===== src/rtl/cnn_stage_sequencer_if.sv =====
// Control/status bundle between the CNN stage sequencer (master) and its host (slave).
// Signal suffixes follow the sequencer's point of view.
interface cnn_stage_sequencer_if #(
    parameter int NUM_STAGES = 9,
    parameter int CNT_W      = 32,
    parameter int STG_W      = 4
);
    logic                        start_i;
    logic                        abort_i;
    logic [NUM_STAGES*CNT_W-1:0] stage_budget_i;
    logic [NUM_STAGES-1:0]       stage_done_i;
    logic [NUM_STAGES-1:0]       stage_rst_o;
    logic [NUM_STAGES-1:0]       stage_en_o;
    logic [STG_W-1:0]            cur_stage_o;
    logic                        busy_o;
    logic                        done_o;
    logic                        done_pulse_o;
    logic                        timeout_err_o;

    modport master (
        input  start_i, abort_i, stage_budget_i, stage_done_i,
        output stage_rst_o, stage_en_o, cur_stage_o, busy_o, done_o,
               done_pulse_o, timeout_err_o
    );

    modport slave (
        output start_i, abort_i, stage_budget_i, stage_done_i,
        input  stage_rst_o, stage_en_o, cur_stage_o, busy_o, done_o,
               done_pulse_o, timeout_err_o
    );
endinterface


===== src/rtl/cnn_stage_sequencer.sv =====
// Sequences the CNN feature-extraction stages in order, each for a cycle budget.
// Define CNN_SEQ_DONE_HS_EN to advance on stage_done with the budget acting as a watchdog.
module cnn_stage_sequencer #(
    parameter int NUM_STAGES = 9,
    parameter int CNT_W      = 32,
    parameter int STG_W      = 4
) (
    input  logic                    clk,
    input  logic                    reset,
    cnn_stage_sequencer_if.master   bus
);

    typedef enum logic [2:0] {
        S_IDLE,
        S_CLR,
        S_RUN,
        S_DONE,
        S_ERR
    } state_e;

    state_e               state_q, state_d;
    logic [CNT_W-1:0]     cnt_q, cnt_d;
    logic [STG_W-1:0]     stage_q, stage_d;
    logic                 done_pulse_q;

    logic [CNT_W-1:0]     budget_sel;
    logic [CNT_W-1:0]     limit;
    logic                 expire;
    logic                 last_stage;
    logic                 advance;
    logic                 watchdog_trip;
    logic [NUM_STAGES-1:0] rst_dec;
    logic [NUM_STAGES-1:0] en_dec;

`ifdef CNN_SEQ_DONE_HS_EN
    logic                 done_sel;
`else
    logic                 unused_stage_done;
    assign unused_stage_done = ^bus.stage_done_i;
`endif

    // Pick the active stage's budget (and done) without a wide variable part-select.
    always_comb begin
        budget_sel = '0;
`ifdef CNN_SEQ_DONE_HS_EN
        done_sel   = 1'b0;
`endif
        for (int i = 0; i < NUM_STAGES; i++) begin
            if (stage_q == STG_W'(i)) begin
                budget_sel = bus.stage_budget_i[i*CNT_W +: CNT_W];
`ifdef CNN_SEQ_DONE_HS_EN
                done_sel   = bus.stage_done_i[i];
`endif
            end
        end
    end

    // A zero budget behaves as one cycle.
    assign limit      = (budget_sel == '0) ? '0 : budget_sel - 1'b1;
    assign expire     = (cnt_q == limit);
    assign last_stage = (stage_q == STG_W'(NUM_STAGES - 1));

`ifdef CNN_SEQ_DONE_HS_EN
    assign advance       = done_sel;
    assign watchdog_trip = expire && !done_sel;
`else
    assign advance       = expire;
    assign watchdog_trip = 1'b0;
`endif

    always_comb begin
        state_d = state_q;
        cnt_d   = cnt_q;
        stage_d = stage_q;

        if (bus.abort_i) begin
            state_d = S_IDLE;
            cnt_d   = '0;
            stage_d = '0;
        end else begin
            case (state_q)
                S_IDLE, S_DONE, S_ERR: begin
                    if (bus.start_i) begin
                        state_d = S_CLR;
                        cnt_d   = '0;
                        stage_d = '0;
                    end
                end
                S_CLR: begin
                    state_d = S_RUN;
                    cnt_d   = '0;
                    stage_d = '0;
                end
                S_RUN: begin
                    cnt_d = cnt_q + 1'b1;
                    if (advance) begin
                        cnt_d = '0;
                        if (last_stage) begin
                            state_d = S_DONE;
                        end else begin
                            stage_d = stage_q + 1'b1;
                        end
                    end else if (watchdog_trip) begin
                        state_d = S_ERR;
                        cnt_d   = '0;
                    end
                end
                default: begin
                    state_d = S_IDLE;
                    cnt_d   = '0;
                    stage_d = '0;
                end
            endcase
        end
    end

    always_ff @(posedge clk or posedge reset) begin
        if (reset) begin
            state_q      <= S_IDLE;
            cnt_q        <= '0;
            stage_q      <= '0;
            done_pulse_q <= 1'b0;
        end else begin
            state_q      <= state_d;
            cnt_q        <= cnt_d;
            stage_q      <= stage_d;
            done_pulse_q <= (state_d == S_DONE) && (state_q != S_DONE);
        end
    end

    // Stages up to the active one are out of reset; ERR keeps the faulting pattern.
    always_comb begin
        rst_dec = '1;
        en_dec  = '0;
        for (int i = 0; i < NUM_STAGES; i++) begin
            case (state_q)
                S_RUN, S_ERR: begin
                    if (STG_W'(i) <= stage_q) begin
                        rst_dec[i] = 1'b0;
                    end
                    if ((state_q == S_RUN) && (stage_q == STG_W'(i))) begin
                        en_dec[i] = 1'b1;
                    end
                end
                S_DONE: begin
                    rst_dec[i] = 1'b0;
                end
                default: begin
                    rst_dec[i] = 1'b1;
                end
            endcase
        end
    end

    assign bus.stage_rst_o  = rst_dec;
    assign bus.stage_en_o   = en_dec;
    assign bus.cur_stage_o  = stage_q;
    assign bus.busy_o       = (state_q == S_CLR) || (state_q == S_RUN);
    assign bus.done_o       = (state_q == S_DONE);
    assign bus.done_pulse_o = done_pulse_q;
`ifdef CNN_SEQ_DONE_HS_EN
    assign bus.timeout_err_o = (state_q == S_ERR);
`else
    assign bus.timeout_err_o = 1'b0;
`endif

endmodule


===== src/flat_wrapper.sv =====
// flat-port wrapper written by rule: the top's interface ports become plain ports
module cnn_stage_sequencer_flat 
#(
    parameter int NUM_STAGES = 9,
    parameter int CNT_W      = 32,
    parameter int STG_W      = 4
)
  (clk, reset, bus_start_i, bus_abort_i, bus_stage_budget_i, bus_stage_done_i, bus_stage_rst_o, bus_stage_en_o, bus_cur_stage_o, bus_busy_o, bus_done_o, bus_done_pulse_o, bus_timeout_err_o);
  cnn_stage_sequencer_if #(.NUM_STAGES(NUM_STAGES), .CNT_W(CNT_W), .STG_W(STG_W)) bus_i ();
  input  logic clk;
  input  logic reset;
  input wire logic [$bits(bus_i.start_i)-1:0] bus_start_i;
  input wire logic [$bits(bus_i.abort_i)-1:0] bus_abort_i;
  input wire logic [$bits(bus_i.stage_budget_i)-1:0] bus_stage_budget_i;
  input wire logic [$bits(bus_i.stage_done_i)-1:0] bus_stage_done_i;
  output wire logic [$bits(bus_i.stage_rst_o)-1:0] bus_stage_rst_o;
  output wire logic [$bits(bus_i.stage_en_o)-1:0] bus_stage_en_o;
  output wire logic [$bits(bus_i.cur_stage_o)-1:0] bus_cur_stage_o;
  output wire logic [$bits(bus_i.busy_o)-1:0] bus_busy_o;
  output wire logic [$bits(bus_i.done_o)-1:0] bus_done_o;
  output wire logic [$bits(bus_i.done_pulse_o)-1:0] bus_done_pulse_o;
  output wire logic [$bits(bus_i.timeout_err_o)-1:0] bus_timeout_err_o;
  assign bus_i.start_i = bus_start_i;
  assign bus_i.abort_i = bus_abort_i;
  assign bus_i.stage_budget_i = bus_stage_budget_i;
  assign bus_i.stage_done_i = bus_stage_done_i;
  assign bus_stage_rst_o = bus_i.stage_rst_o;
  assign bus_stage_en_o = bus_i.stage_en_o;
  assign bus_cur_stage_o = bus_i.cur_stage_o;
  assign bus_busy_o = bus_i.busy_o;
  assign bus_done_o = bus_i.done_o;
  assign bus_done_pulse_o = bus_i.done_pulse_o;
  assign bus_timeout_err_o = bus_i.timeout_err_o;
  cnn_stage_sequencer #(.NUM_STAGES(NUM_STAGES), .CNT_W(CNT_W), .STG_W(STG_W)) u_core (.clk(clk), .reset(reset), .bus(bus_i));
endmodule

===== config.mk =====
export PLATFORM = sky130hd
export DESIGN_NAME = cnn_stage_sequencer_flat
export DESIGN_NICKNAME = d
export VERILOG_FILES = /design/src/rtl/cnn_stage_sequencer_if.sv /design/src/rtl/cnn_stage_sequencer.sv /design/src/flat_wrapper.sv
export SDC_FILE = /design/constraint.sdc
export NUM_CORES = 1
export LEC_CHECK = 0
export CORE_MARGIN = 10
export CORE_UTILIZATION = 25
export DETAILED_ROUTE_END_ITERATION = 12
export GPL_ROUTABILITY_DRIVEN = 0
export PLACE_DENSITY_LB_ADDON = 0.15
export SLEW_MARGIN = 20
export SYNTH_ARGS = -nofsm -noshare
export SYNTH_HDL_FRONTEND = slang
export SYNTH_SLANG_ARGS = --single-unit

===== constraint.sdc =====
create_clock -name clk -period 6.7 [get_ports clk]
set_input_delay 2.01 -clock clk [delete_from_list [all_inputs] [get_ports clk]]
set_output_delay 2.01 -clock clk [all_outputs]
set_load 0.1 [all_outputs]

* Word level (Yosys, flattened, before mapping) *
Index checks and enable logic that the tools add are counted.

storage, ports and cells
  register bits = 40
  bits in latches = 0
  bits in writable memories = 0
  memory bits (read-only) = 0
  output and inout bits = 26
  logic and storage cells = 111
  memories kept = 0

cells by class
  add/sub/neg operators = 3
  $mul = 0
  div/mod/pow operators = 0
  order comparisons = 9
  equal/unequal tests = 18
  shift operators = 0
  muxes and demuxes = 60
  bitwise operators = 0
  reduce and logical (&&, ||, !) cells = 17

operators by type and width
  cell                                                   number
  2-to-1 mux 32 bit                                      13
  one-hot mux 32 bit (2 select lines)                    1
  adder 32 x 1 -> 32 bit, second input constant          1
  equality test 32 bit                                   1
  logical NOT 32 bit                                     1
  subtractor 32 x 1 -> 32 bit, second input constant     1
  2-to-1 mux 1 bit                                       27
  one-hot mux 1 bit (2 select lines)                     9
  equality test 4 x 3 -> 1 bit, second input constant    4
  <= comparator 3 x 4 -> 1 bit, first input constant     4
  2-to-1 mux 4 bit                                       4
  2-to-1 mux 3 bit                                       4
  logical AND 1 bit                                      10
  equality test 3 x 2 -> 1 bit, second input constant    3
  one-hot mux 3 bit (3 select lines)                     1
  equality test 4 x 2 -> 1 bit, second input constant    2
  <= comparator 1 x 4 -> 1 bit, first input constant     2
  <= comparator 2 x 4 -> 1 bit, first input constant     2
  one-hot mux 4 bit (2 select lines)                     1
  inequality test 3 x 2 -> 1 bit, second input constant  2
  inequality test 3 bit, second input constant           2
  adder 4 x 1 -> 4 bit, second input constant            1
  equality test 4 x 1 -> 1 bit, second input constant    1
  equality test 4 bit, second input constant             1
  9 further kinds                                        9

* Logic depth before layout (Yosys ltp) *
Gate-level depths: netlist of run 1.

  word-level depth = 18
  depth in mapped cells = 27

* Worst setup path before layout of run 1 *
Ideal clock, no wire load.

  path type = register to output
  from = register u_core.stage_q[0], in the netlist u_core.bus.cur_stage_o[0]
  to = output port bus_stage_rst_o[2]
  data arrival time = 5,726 ps
  slack = -1,036 ps
  stages on the path, launching flop included = 10
  path buffers = 6
  cells stage by stage = dfrtp_1 -> buf_2 -> clkbuf_1 -> inv_1 -> ha_1 -> buf_2 -> buf_2 -> buf_2 -> clkbuf_1 -> o41ai_1

on the way
  cells in the longest elaborated chain, start to end = 3

RTL lines
  what                                RTL line                    RTL
  from (decl)                         cnn_stage_sequencer.sv:23   logic [STG_W-1:0] stage_q, stage_d;
  from (signal assigned)              cnn_stage_sequencer.sv:126  stage_q <= stage_d;
  <= comparator 2 x 4 -> 1 bit        cnn_stage_sequencer.sv:138  if (STG_W'(i) <= stage_q) begin
  2-to-1 mux 1 bit                    cnn_stage_sequencer.sv:138
  one-hot mux 1 bit (2 select lines)  cnn_stage_sequencer.sv:136  case (state_q)
  to (decl)                           flat_wrapper.sv:16          output wire logic [$bits(bus_i.stage_rst_o)-1:0] bus_stage_rst_o;

No other way between the ends.

* Worst setup path after layout of run 1 *
  from = input port bus_stage_budget_i[0]
  to = register u_core.cnt_q[4]

on the way
  cells in the longest elaborated chain, start to end = 15

RTL lines
  what                                                                      RTL line                    RTL
  from (decl)                                                               flat_wrapper.sv:14          input wire logic [$bits(bus_i.stage_budget_i)-1:0] bus_stage_budget_i;
  2-to-1 mux 32 bit (*) (9 in a row)                                        cnn_stage_sequencer.sv:49   if (stage_q == STG_W'(i)) begin
  subtractor 32 x 1 -> 32 bit / logical NOT 32 bit (equally long branches)  cnn_stage_sequencer.sv:59   assign limit = (budget_sel == '0) ? '0 : budget_sel - 1'b1;
  2-to-1 mux 32 bit (*)                                                     cnn_stage_sequencer.sv:59
  equality test 32 bit (*)                                                  cnn_stage_sequencer.sv:60   assign expire = (cnt_q == limit);
  2-to-1 mux 32 bit (*)                                                     cnn_stage_sequencer.sv:96   if (advance) begin
  one-hot mux 32 bit (2 select lines) (*)                                   cnn_stage_sequencer.sv:81   case (state_q)
  2-to-1 mux 32 bit (*)                                                     cnn_stage_sequencer.sv:76   if (bus.abort_i) begin
  to (signal assigned)                                                      cnn_stage_sequencer.sv:125  cnt_q <= cnt_d;
  to (decl)                                                                 cnn_stage_sequencer.sv:22   logic [CNT_W-1:0] cnt_q, cnt_d;

Mark *: on every way between the ends. The rest lies on a longest branch, timed or not.
A chain may end at the register's enable or synchronous reset.

==> results of run 1 <==
==> flip-flops by register name, summed over array words and instances, names as in the netlist <==
signal                   flops
u_core.cnt_q                32
u_core.bus.cur_stage_o       4
u_core.state_q               3
u_core.bus.done_pulse_o      1
==> final timing paths <==
| path | to |
|---|---|
| max in group asynchronous | u_core.bus.cur_stage_o[3]$_DFFE_PP0P_ |
| min in group asynchronous | u_core.state_q[0]$_DFF_PP0_ |
| hold reg to reg | u_core.cnt_q[31]$_DFFE_PP0P_ |
| setup reg to reg | u_core.cnt_q[4]$_DFFE_PP0P_ |
| hold / removal | u_core.cnt_q[31]$_DFFE_PP0P_ |
| setup / recovery | u_core.cnt_q[4]$_DFFE_PP0P_ |
==> final cells by class <==
type	count	area, um2	area share [%]
Antenna cell	13	32.53	0.2634
Clock buffer	6	138.9	1.125
Clock inverter	2	10.01	0.08105
Inverter	39	146.4	1.185
Multi-Input combinational cell	926	6319	51.17
Sequential cell	40	1003	8.126
Tap cell	396	495.5	4.012
Timing Repair Buffer	451	4204	34.04
==> kinds of logic after synthesis <==
| family | after synthesis | share of synthesized area, % |
|---|---|---|
| AND/OR/NAND/NOR | 464 | 34.69 |
| AO/OA/AOI/OAI | 400 | 36.92 |
| buffers and inverters | 143 | 8.061 |
| flip-flops | 40 | 12.69 |
| XOR/XNOR | 38 | 4.395 |
| multiplexers | 17 | 2.237 |
| adder cells (fa/ha/maj) | 6 | 0.9521 |
| other | 1 | 0.04756 |
==> power by group through the flow <==
stage,combinational [mW],sequential [mW],clock (mW)
3_5_place_dp,0.411,0.250,0
5_1_grt,0.439,0.246,0.264
2_1_floorplan,0.151,0.252,0
6_report,0.418,0.246,0.245
3_3_place_gp,0.410,0.250,0
4_1_cts,0.414,0.246,0.253
==> stage by stage <==
| stage | setup slack (ns) | TNS [ns] | utilization [%] | area [um2] | power, mW |
|---|---|---|---|---|---|
| 6_report | 0.1394 | 0 | 40.06 | 12350 | 0.9087 |
| 5_1_grt | 0.003277 | 0 | 40.06 | 12350 | 0.9483 |
| 4_1_cts | 0.06151 | 0 | 39.81 | 12270 | 0.9127 |
| 3_5_place_dp | -0.1989 | -2.544 | 39.32 | 12120 | 0.6611 |
| 3_3_place_gp | -0.2284 | -3.331 | 39.32 | 12120 | 0.6602 |
| 2_1_floorplan | 0.2905 | 0 | - | 7893 | 0.4021 |
==> cells in the final DEF (no fill, tap or decap), drive strengths merged, types with 9 or more instances in the layout <==
master and instances:
a2111oi 10, a211oi 14, a21o 18, a21oi 60, a221oi 18, a2bb2oi 10
a311oi 11, a31oi 16, and2 19, and3 37, and3b 18, buf 144
clkdlybuf4s50 307, dfrtp 40, diode 13, inv 38, mux2i 12, nand2 92
nand2b 25, nand3 40, nand4 24, nor2 78, nor2b 14, nor3 15
nor3b 15, nor4 18, o211ai 9, o21ai 79, o21bai 10, o221ai 12
o22ai 16, o311ai 13, o31ai 9, o32ai 12, or3 14, xnor2 25
xor2 12
==> critical path, stage by stage <==
cell	delay [ns]
sky130_fd_sc_hd__clkdlybuf4s50_1	0.46
sky130_fd_sc_hd__nand2_1	0.07
sky130_fd_sc_hd__a221oi_1	0.28
sky130_fd_sc_hd__a2bb2oi_1	0.30
sky130_fd_sc_hd__o21ai_1	0.15
sky130_fd_sc_hd__ha_1	0.24
sky130_fd_sc_hd__inv_1	0.10
sky130_fd_sc_hd__a211oi_2	0.06
sky130_fd_sc_hd__nand4_1	0.10
sky130_fd_sc_hd__buf_4	0.17
sky130_fd_sc_hd__nor4_4	0.05
sky130_fd_sc_hd__buf_12	0.15
sky130_fd_sc_hd__and3_2	0.24
sky130_fd_sc_hd__a22o_1	0.26
sky130_fd_sc_hd__a2111o_1	0.40
sky130_fd_sc_hd__nor4_2	0.32
sky130_fd_sc_hd__or4b_1	0.52
sky130_fd_sc_hd__o31ai_4	0.24
sky130_fd_sc_hd__buf_12	0.24
sky130_fd_sc_hd__nor3_1	0.08
sky130_fd_sc_hd__a211o_1	0.27
==> per-layer routing <==
layer  vias up  routed length [um]
li1       4992                   -
met2       568               23910
met4         2                1496
met1      5362               20760
met5         -                  13
met3        71                4508
==> reports/summary.txt, run 1 <==
========================================================================================
Status ....................................................................    completed
Number of buffers on the longest clock path ...............................            2
Clock root buffer ......................................................... sky130_fd_sc_hd__clkbuf_16
Floorplan die area ........................................................   39,040 um2
Initial antenna violation count ...........................................           14
Power per cell area ....................................................... 73.58 nW/um2
Worst-case register-to-register setup slack ...............................      0.51 ns
Starting density of the core ..............................................       25.58%
Final hold vios ...........................................................            0
Clock latency on the worst-skew pair ......................................      0.29 ns
Post-route non-filler standard cell count .................................        1,873
Count of yosys warnings during synthesis ..................................            0
Clk_skew ..................................................................  0.008156 ns
Type of the most critical hold path .......................................   reg -> reg
Sequential element share of the synthesized area ..........................       12.69%
Internal power ............................................................    0.6197 mW
Number of global-route vias before repair .................................       10,650
Total half-perimeter wirelength after legalization and detailed placement .    41,250 um
Largest area contributor in the netlist ................................... sky130_fd_sc_hd__dfrtp_1
Sequential fraction of design power .......................................        27.1%
Pin count of the biggest net entering global routing ......................           43
Arrival time reported for the critical path endpoint ......................      6.73 ns
Setup repair after global routing missed its margin .......................           no
I/O pin cnt ...............................................................          327
Met1 Track Usage GR .......................................................       30.81%
Yosys top cell area share .................................................       12.69%
Hold depth ................................................................            2
Area of the core ..........................................................   30,830 um2
FFs w/ async S/R, synth ...................................................       100.0%
Wirelength per Cell .......................................................     27.06 um
Synthesized Nets ..........................................................        1,416
Synth Instances ...........................................................        1,109
# clock sinks .............................................................           40
Clock transition at the registers of the reported paths ...................      0.06 ns
Floorplan die height ......................................................     197.6 um
Fraction of final layout cells sized beyond drive strength 1 ..............       14.14%
Setup fix buffers added after clock tree synthesis ........................            0
GRT met3 Usage ............................................................       4.617%
R2R depth .................................................................           18
Maximum fanout along the worst path .......................................           40
Switching part of the total ...............................................       31.80%
Number of pins with negative max-slew slack in the final report ...........            0
CTS tree ..................................................................        built
Flip-flop and latch count after synthesis .................................           40
Final period util .........................................................       97.92%
Most crowded layer after global routing ...................................         met2
R2R Path Start ............................................................ u_core.bus.cur_stage_o[1]$_DFFE_PP0P_
Sw Pwr ....................................................................    0.2890 mW
Relative slew slack .......................................................       29.10%
Final setup violation count ...............................................            0
Clock buffers created by TritonCTS ........................................            5
Drt first pass iters ......................................................            5
Met2 usage in global routing ..............................................       41.54%
Final critical path time including I/O delays and setup ...................     6.561 ns
Residual antenna-violating net count after detailed routing ...............            0
Top-count cell post-synth ................................................. sky130_fd_sc_hd__nand2_1
Crit start category .......................................................    input pin
Leakage power .............................................................     4.916 nW
Worst-Margin Slew .........................................................     1.060 ns
Total global routing overflow .............................................            0
PortBufs ..................................................................          316
Data required time at the worst endpoint ..................................      6.87 ns
Summed instance area of the synthesized netlist ...........................     7885 um2
Hold_sp ................................................................... u_core.cnt_q[31]$_DFFE_PP0P_
Combinational fraction of design power ....................................        46.0%
MaxCap Viol Count .........................................................            0
Worst Setup SP ............................................................ bus_stage_budget_i[0]
Final hold slack ..........................................................    0.5663 ns
CTS Hold Bufs .............................................................            0
Leading cell types by total area after synthesis .......................... sky130_fd_sc_hd__dfrtp_1, sky130_fd_sc_hd__o21ai_0, sky130_fd_sc_hd__nand2_1, sky130_fd_sc_hd__a21oi_1, sky130_fd_sc_hd__nor2_1
Depth of the CTS H-tree ...................................................            2
Final wirelength ..........................................................    50,690 um
Endpoint type of the worst setup path .....................................    flip-flop
Die W .....................................................................     197.6 um
Count of flip-flops with a built-in enable after synthesis ................            0
Via count .................................................................       11,000
Iteration-0 DRC count of the detailed router ..............................        1,070
Path type of the worst setup path .........................................    in -> reg
Top cell types by occurrence after synthesis .............................. sky130_fd_sc_hd__nand2_1, sky130_fd_sc_hd__nor2_1, sky130_fd_sc_hd__o21ai_0
Worst IR Drop VDD .........................................................   0.07930 mV
First-pass GRT wire length ................................................    73,510 um
Layout overhead on the synthesized area ...................................       56.62%
Post-cts resize count .....................................................            0
Vias per std cell .........................................................        5.870
Standard-cell rows ........................................................           64
Number of filler cells placed in the layout ...............................        3,191
DRC violations left .......................................................            0
Syn Area/Cell .............................................................    7.110 um2
Dominant synthesized flop cell ............................................ sky130_fd_sc_hd__dfrtp_1
Achievable frequency ......................................................   0.1524 GHz
Number of placed instances, taps included .................................        1,852
Clock power share .........................................................        27.0%
# nets final ..............................................................        1,770
Count of different cell masters after synthesis ...........................          104
Global-route usage over all layers ........................................       24.81%
========================================================================================
Power figures use the tool's default switching activity.
==> run 2: changes to the inputs <==
CORE_ASPECT_RATIO = 0.7   (was default)
CORE_MARGIN = 3   (was 10)
CORE_UTILIZATION = 45   (was 25)
==> run 2 against run 1 <==
Effect of this change: total power is 0.46% higher; combinational power is essentially flat; global-route usage grew 16 points; critical endpoint is now u_core.cnt_q[6]$_DFFE_PP0P_; count of clock-buffer cells in the layout up 1; clock skew is 0.0013 ns lower; die area is 51% lower; largest power group unchanged; via count increased by 3.1%; final area down 2.9%.
==> reports/summary.txt, run 2 (synthesis results as in run 1) <==
========================================================================================
Largest Register .......................................................... u_core.cnt_q   unchanged
Clock latency on the worst-skew pair ......................................      0.29 ns   about the same
Floorplan die height ......................................................     116.8 um   was 197.6 um
DRC violations left .......................................................            0   unchanged
Fraction of final layout cells sized beyond drive strength 1 ..............       12.89%   was 14.14%
Maximum fanout along the worst path .......................................           18   was 40
Number of placed instances, taps included .................................        1,644   was 1,852
Iteration-0 DRC count of the detailed router ..............................        1,622   was 1,070
Number of buffers on the longest clock path ...............................            2   unchanged
I/O pin cnt ...............................................................          327   unchanged
Worst R2R End ............................................................. u_core.cnt_q[6]$_DFFE_PP0P_   was u_core.cnt_q[4]$_DFFE_PP0P_
Via count .................................................................       11,340   was 11,000
Pin count of the biggest net entering global routing ......................           41   was 43
Clk_skew ..................................................................  0.006813 ns   was 0.008156 ns
Post-route non-filler standard cell count .................................        1,661   was 1,873
Layout overhead on the synthesized area ...................................       52.06%   was 56.62%
Die W .....................................................................     164.2 um   was 197.6 um
Hold_sp ................................................................... u_core.state_q[2]$_DFF_PP0_   was u_core.cnt_q[31]$_DFFE_PP0P_
Sequential standard cell area .............................................     1003 um2   unchanged
Floorplan die area ........................................................   19,170 um2   was 39,040 um2
Wirelength per Cell .......................................................     25.10 um   was 27.06 um
Number of pins with negative max-slew slack in the final report ...........            0   unchanged
Drt first pass iters ......................................................            9   was 5
Global-route usage over all layers ........................................       41.12%   was 24.81%
Total half-perimeter wirelength after legalization and detailed placement .    32,380 um   was 41,250 um
Final hold vios ...........................................................            0   unchanged
Vias per std cell .........................................................        6.825   was 5.870
Achievable frequency ......................................................   0.1513 GHz   was 0.1524 GHz
Starting density of the core ..............................................       47.11%   was 25.58%
Depth of the CTS H-tree ...................................................            2   unchanged
Total global routing overflow .............................................            0   unchanged
Leakage power .............................................................     4.785 nW   was 4.916 nW
Path type of the worst setup path .........................................    in -> reg   unchanged
# clock sinks .............................................................           40   unchanged
Clock transition at the registers of the reported paths ...................      0.06 ns   about the same
Endpoint type of the worst setup path .....................................    flip-flop   unchanged
Clock root buffer ......................................................... sky130_fd_sc_hd__clkbuf_16   unchanged
# nets final ..............................................................        1,741   was 1,770
Standard-cell rows ........................................................           39   was 64
Initial antenna violation count ...........................................            2   was 14
Final critical path time including I/O delays and setup ...................     6.609 ns   was 6.561 ns
Final setup violation count ...............................................            0   unchanged
Worst-Margin Slew .........................................................     1.094 ns   was 1.060 ns
Area of the multi-input gates .............................................     6400 um2   was 6319 um2
First-pass GRT wire length ................................................    61,070 um   was 73,510 um
Type of the most critical hold path .......................................   reg -> reg   unchanged
Total power ...............................................................    0.9129 mW   was 0.9087 mW
Most frequent cells in the layout ......................................... sky130_fd_sc_hd__clkdlybuf4s50_1, sky130_fd_sc_hd__buf_4, sky130_fd_sc_hd__nand2_1, sky130_fd_sc_hd__nor2_1, sky130_fd_sc_hd__o21ai_0   unchanged
R2R depth .................................................................           19   was 18
Worst-case register-to-register setup slack ...............................      0.17 ns   was 0.51 ns
R2R Path Start ............................................................ u_core.bus.cur_stage_o[0]$_DFFE_PP0P_   was u_core.bus.cur_stage_o[1]$_DFFE_PP0P_
PortBufs ..................................................................          316   unchanged
Leading cell type in the layout, fill and taps excluded ................... sky130_fd_sc_hd__clkdlybuf4s50_1   unchanged
Data required time at the worst endpoint ..................................      6.88 ns   was 6.87 ns
Min-Delay Endpoint ........................................................ u_core.state_q[1]$_DFF_PP0_   was u_core.cnt_q[31]$_DFFE_PP0P_
Power per cell area ....................................................... 76.13 nW/um2   was 73.58 nW/um2
Worst IR Drop VDD .........................................................    0.1226 mV   was 0.07930 mV
Crit start category .......................................................    input pin   unchanged
Clock buffers created by TritonCTS ........................................            5   unchanged
Flip-flop count of the largest register, all copies and words added .......           32   unchanged
Residual antenna-violating net count after detailed routing ...............            0   unchanged
Area of the core ..........................................................   16,740 um2   was 30,830 um2
Final wirelength ..........................................................    41,690 um   was 50,690 um
Number of filler cells placed in the layout ...............................        1,411   was 3,191
Hold depth ................................................................            1   was 2
Final hold slack ..........................................................    0.5995 ns   was 0.5663 ns
Status ....................................................................    completed   unchanged
MaxCap Viol Count .........................................................            0   unchanged
Final period util .........................................................       98.64%   was 97.92%
CTS tree ..................................................................        built   unchanged
Arrival time reported for the critical path endpoint ......................      6.79 ns   was 6.73 ns
Number of global-route vias before repair .................................       10,500   was 10,650
Relative slew slack .......................................................       26.82%   was 29.10%
========================================================================================
-- run 2: changes by cell type in the layout (fill, tap and decap cells not counted), moves of 2 or more --
cell / delta
sky130_fd_sc_hd__buf_6: +4
sky130_fd_sc_hd__buf_4: -35
sky130_fd_sc_hd__o32ai_2: +2
sky130_fd_sc_hd__o32ai_1: -3
sky130_fd_sc_hd__clkbuf_16: +2
sky130_fd_sc_hd__buf_12: -2
sky130_fd_sc_hd__clkinv_2: -2
sky130_fd_sc_hd__diode_2: -12
-- run 2: how the worst max path moves through the flow --
stage	end	startpoint	slack, ns	depth (start not counted)
final	u_core.cnt_q[6]$_DFFE_PP0P_	bus_stage_budget_i[74]	0.09	20
after global routing	u_core.cnt_q[6]$_DFFE_PP0P_	bus_stage_budget_i[33]	-0.06	22
after CTS	u_core.bus.done_pulse_o$_DFF_PP0_	bus_stage_budget_i[33]	0.01	20
after detailed placement	u_core.cnt_q[4]$_DFFE_PP0P_	bus_stage_budget_i[33]	-0.38	20
after global placement	u_core.cnt_q[4]$_DFFE_PP0P_	bus_stage_budget_i[33]	-0.27	20
after floorplan	u_core.bus.cur_stage_o[3]$_DFFE_PP0P_	u_core.bus.cur_stage_o[0]$_DFFE_PP0P_	0.29	27
-- run 2: final cells by class --
| cell class | instances | area share, % |
|---|---|---|
| Clock inverter | 1 | 0.06261 |
| Timing Repair Buffer | 421 | 33.41 |
| Inverter | 39 | 1.221 |
| Multi-Input combinational cell | 927 | 53.38 |
| Sequential cell | 40 | 8.369 |
| Clock buffer | 7 | 1.190 |
| Tap cell | 225 | 2.348 |
| Antenna cell | 1 | 0.02087 |
-- run 2: worst max-delay path, stage by stage --
cell and delay (ns):
sky130_fd_sc_hd__clkdlybuf4s50_1 0.41, sky130_fd_sc_hd__o311a_1 0.39, sky130_fd_sc_hd__o32ai_4 0.31, sky130_fd_sc_hd__buf_4 0.16, sky130_fd_sc_hd__a21o_1 0.20, sky130_fd_sc_hd__nand4_4 0.19
sky130_fd_sc_hd__buf_4 0.22, sky130_fd_sc_hd__nor4_4 0.32, sky130_fd_sc_hd__nand4_1 0.25, sky130_fd_sc_hd__buf_4 0.20, sky130_fd_sc_hd__buf_4 0.12, sky130_fd_sc_hd__xnor2_1 0.14
sky130_fd_sc_hd__and4_1 0.21, sky130_fd_sc_hd__a211oi_1 0.07, sky130_fd_sc_hd__or4b_4 0.57, sky130_fd_sc_hd__o31ai_4 0.42, sky130_fd_sc_hd__buf_6 0.17, sky130_fd_sc_hd__clkbuf_16 0.17
sky130_fd_sc_hd__nor4_1 0.06, sky130_fd_sc_hd__a21o_1 0.16
-- run 2: repair_timing --
action / 4_1_cts / 5_1_grt
resized for setup: 1 / 23
pin swaps: 0 / 9
gates cloned: 0 / 3
hold endpoints to repair: 0 / 0
hold buffers: 0 / 0
setup buffers: 0 / 5
setup endpoints to repair: 18 / 38
-- run 2: routing by layer --
metal  wire length (um)  GRT usage, %  up-vias
li1                   -             -     4938
met5                 50             0        -
met3               6735         13.40      204
met2              17070         62.17     1009
met4               1972         14.31        2
met1              15860         55.15     5184
-- run 2: stage by stage --
stage | area (um2) | utilization [%] | setup TNS, ns | setup WS (ns)
CTS | 11760 | 70.28 | 0 | 0.01229
finish | 11990 | 71.64 | 0 | 0.09117
global placement | 11610 | 69.36 | -5.377 | -0.2701
global route | 11990 | 71.64 | -0.4865 | -0.05745
floorplan | 7893 | - | 0 | 0.2905
detailed placement | 11610 | 69.36 | -9.721 | -0.3816
-- run 2: report_power, final --
group | leakage (nW) | internal (mW) | total, mW | switching (mW)
clock network | 0.0701 | 0.148 | 0.247 | 0.0983
logic | 4.16 | 0.228 | 0.420 | 0.192
registers | 0.554 | 0.243 | 0.246 | 0.00254
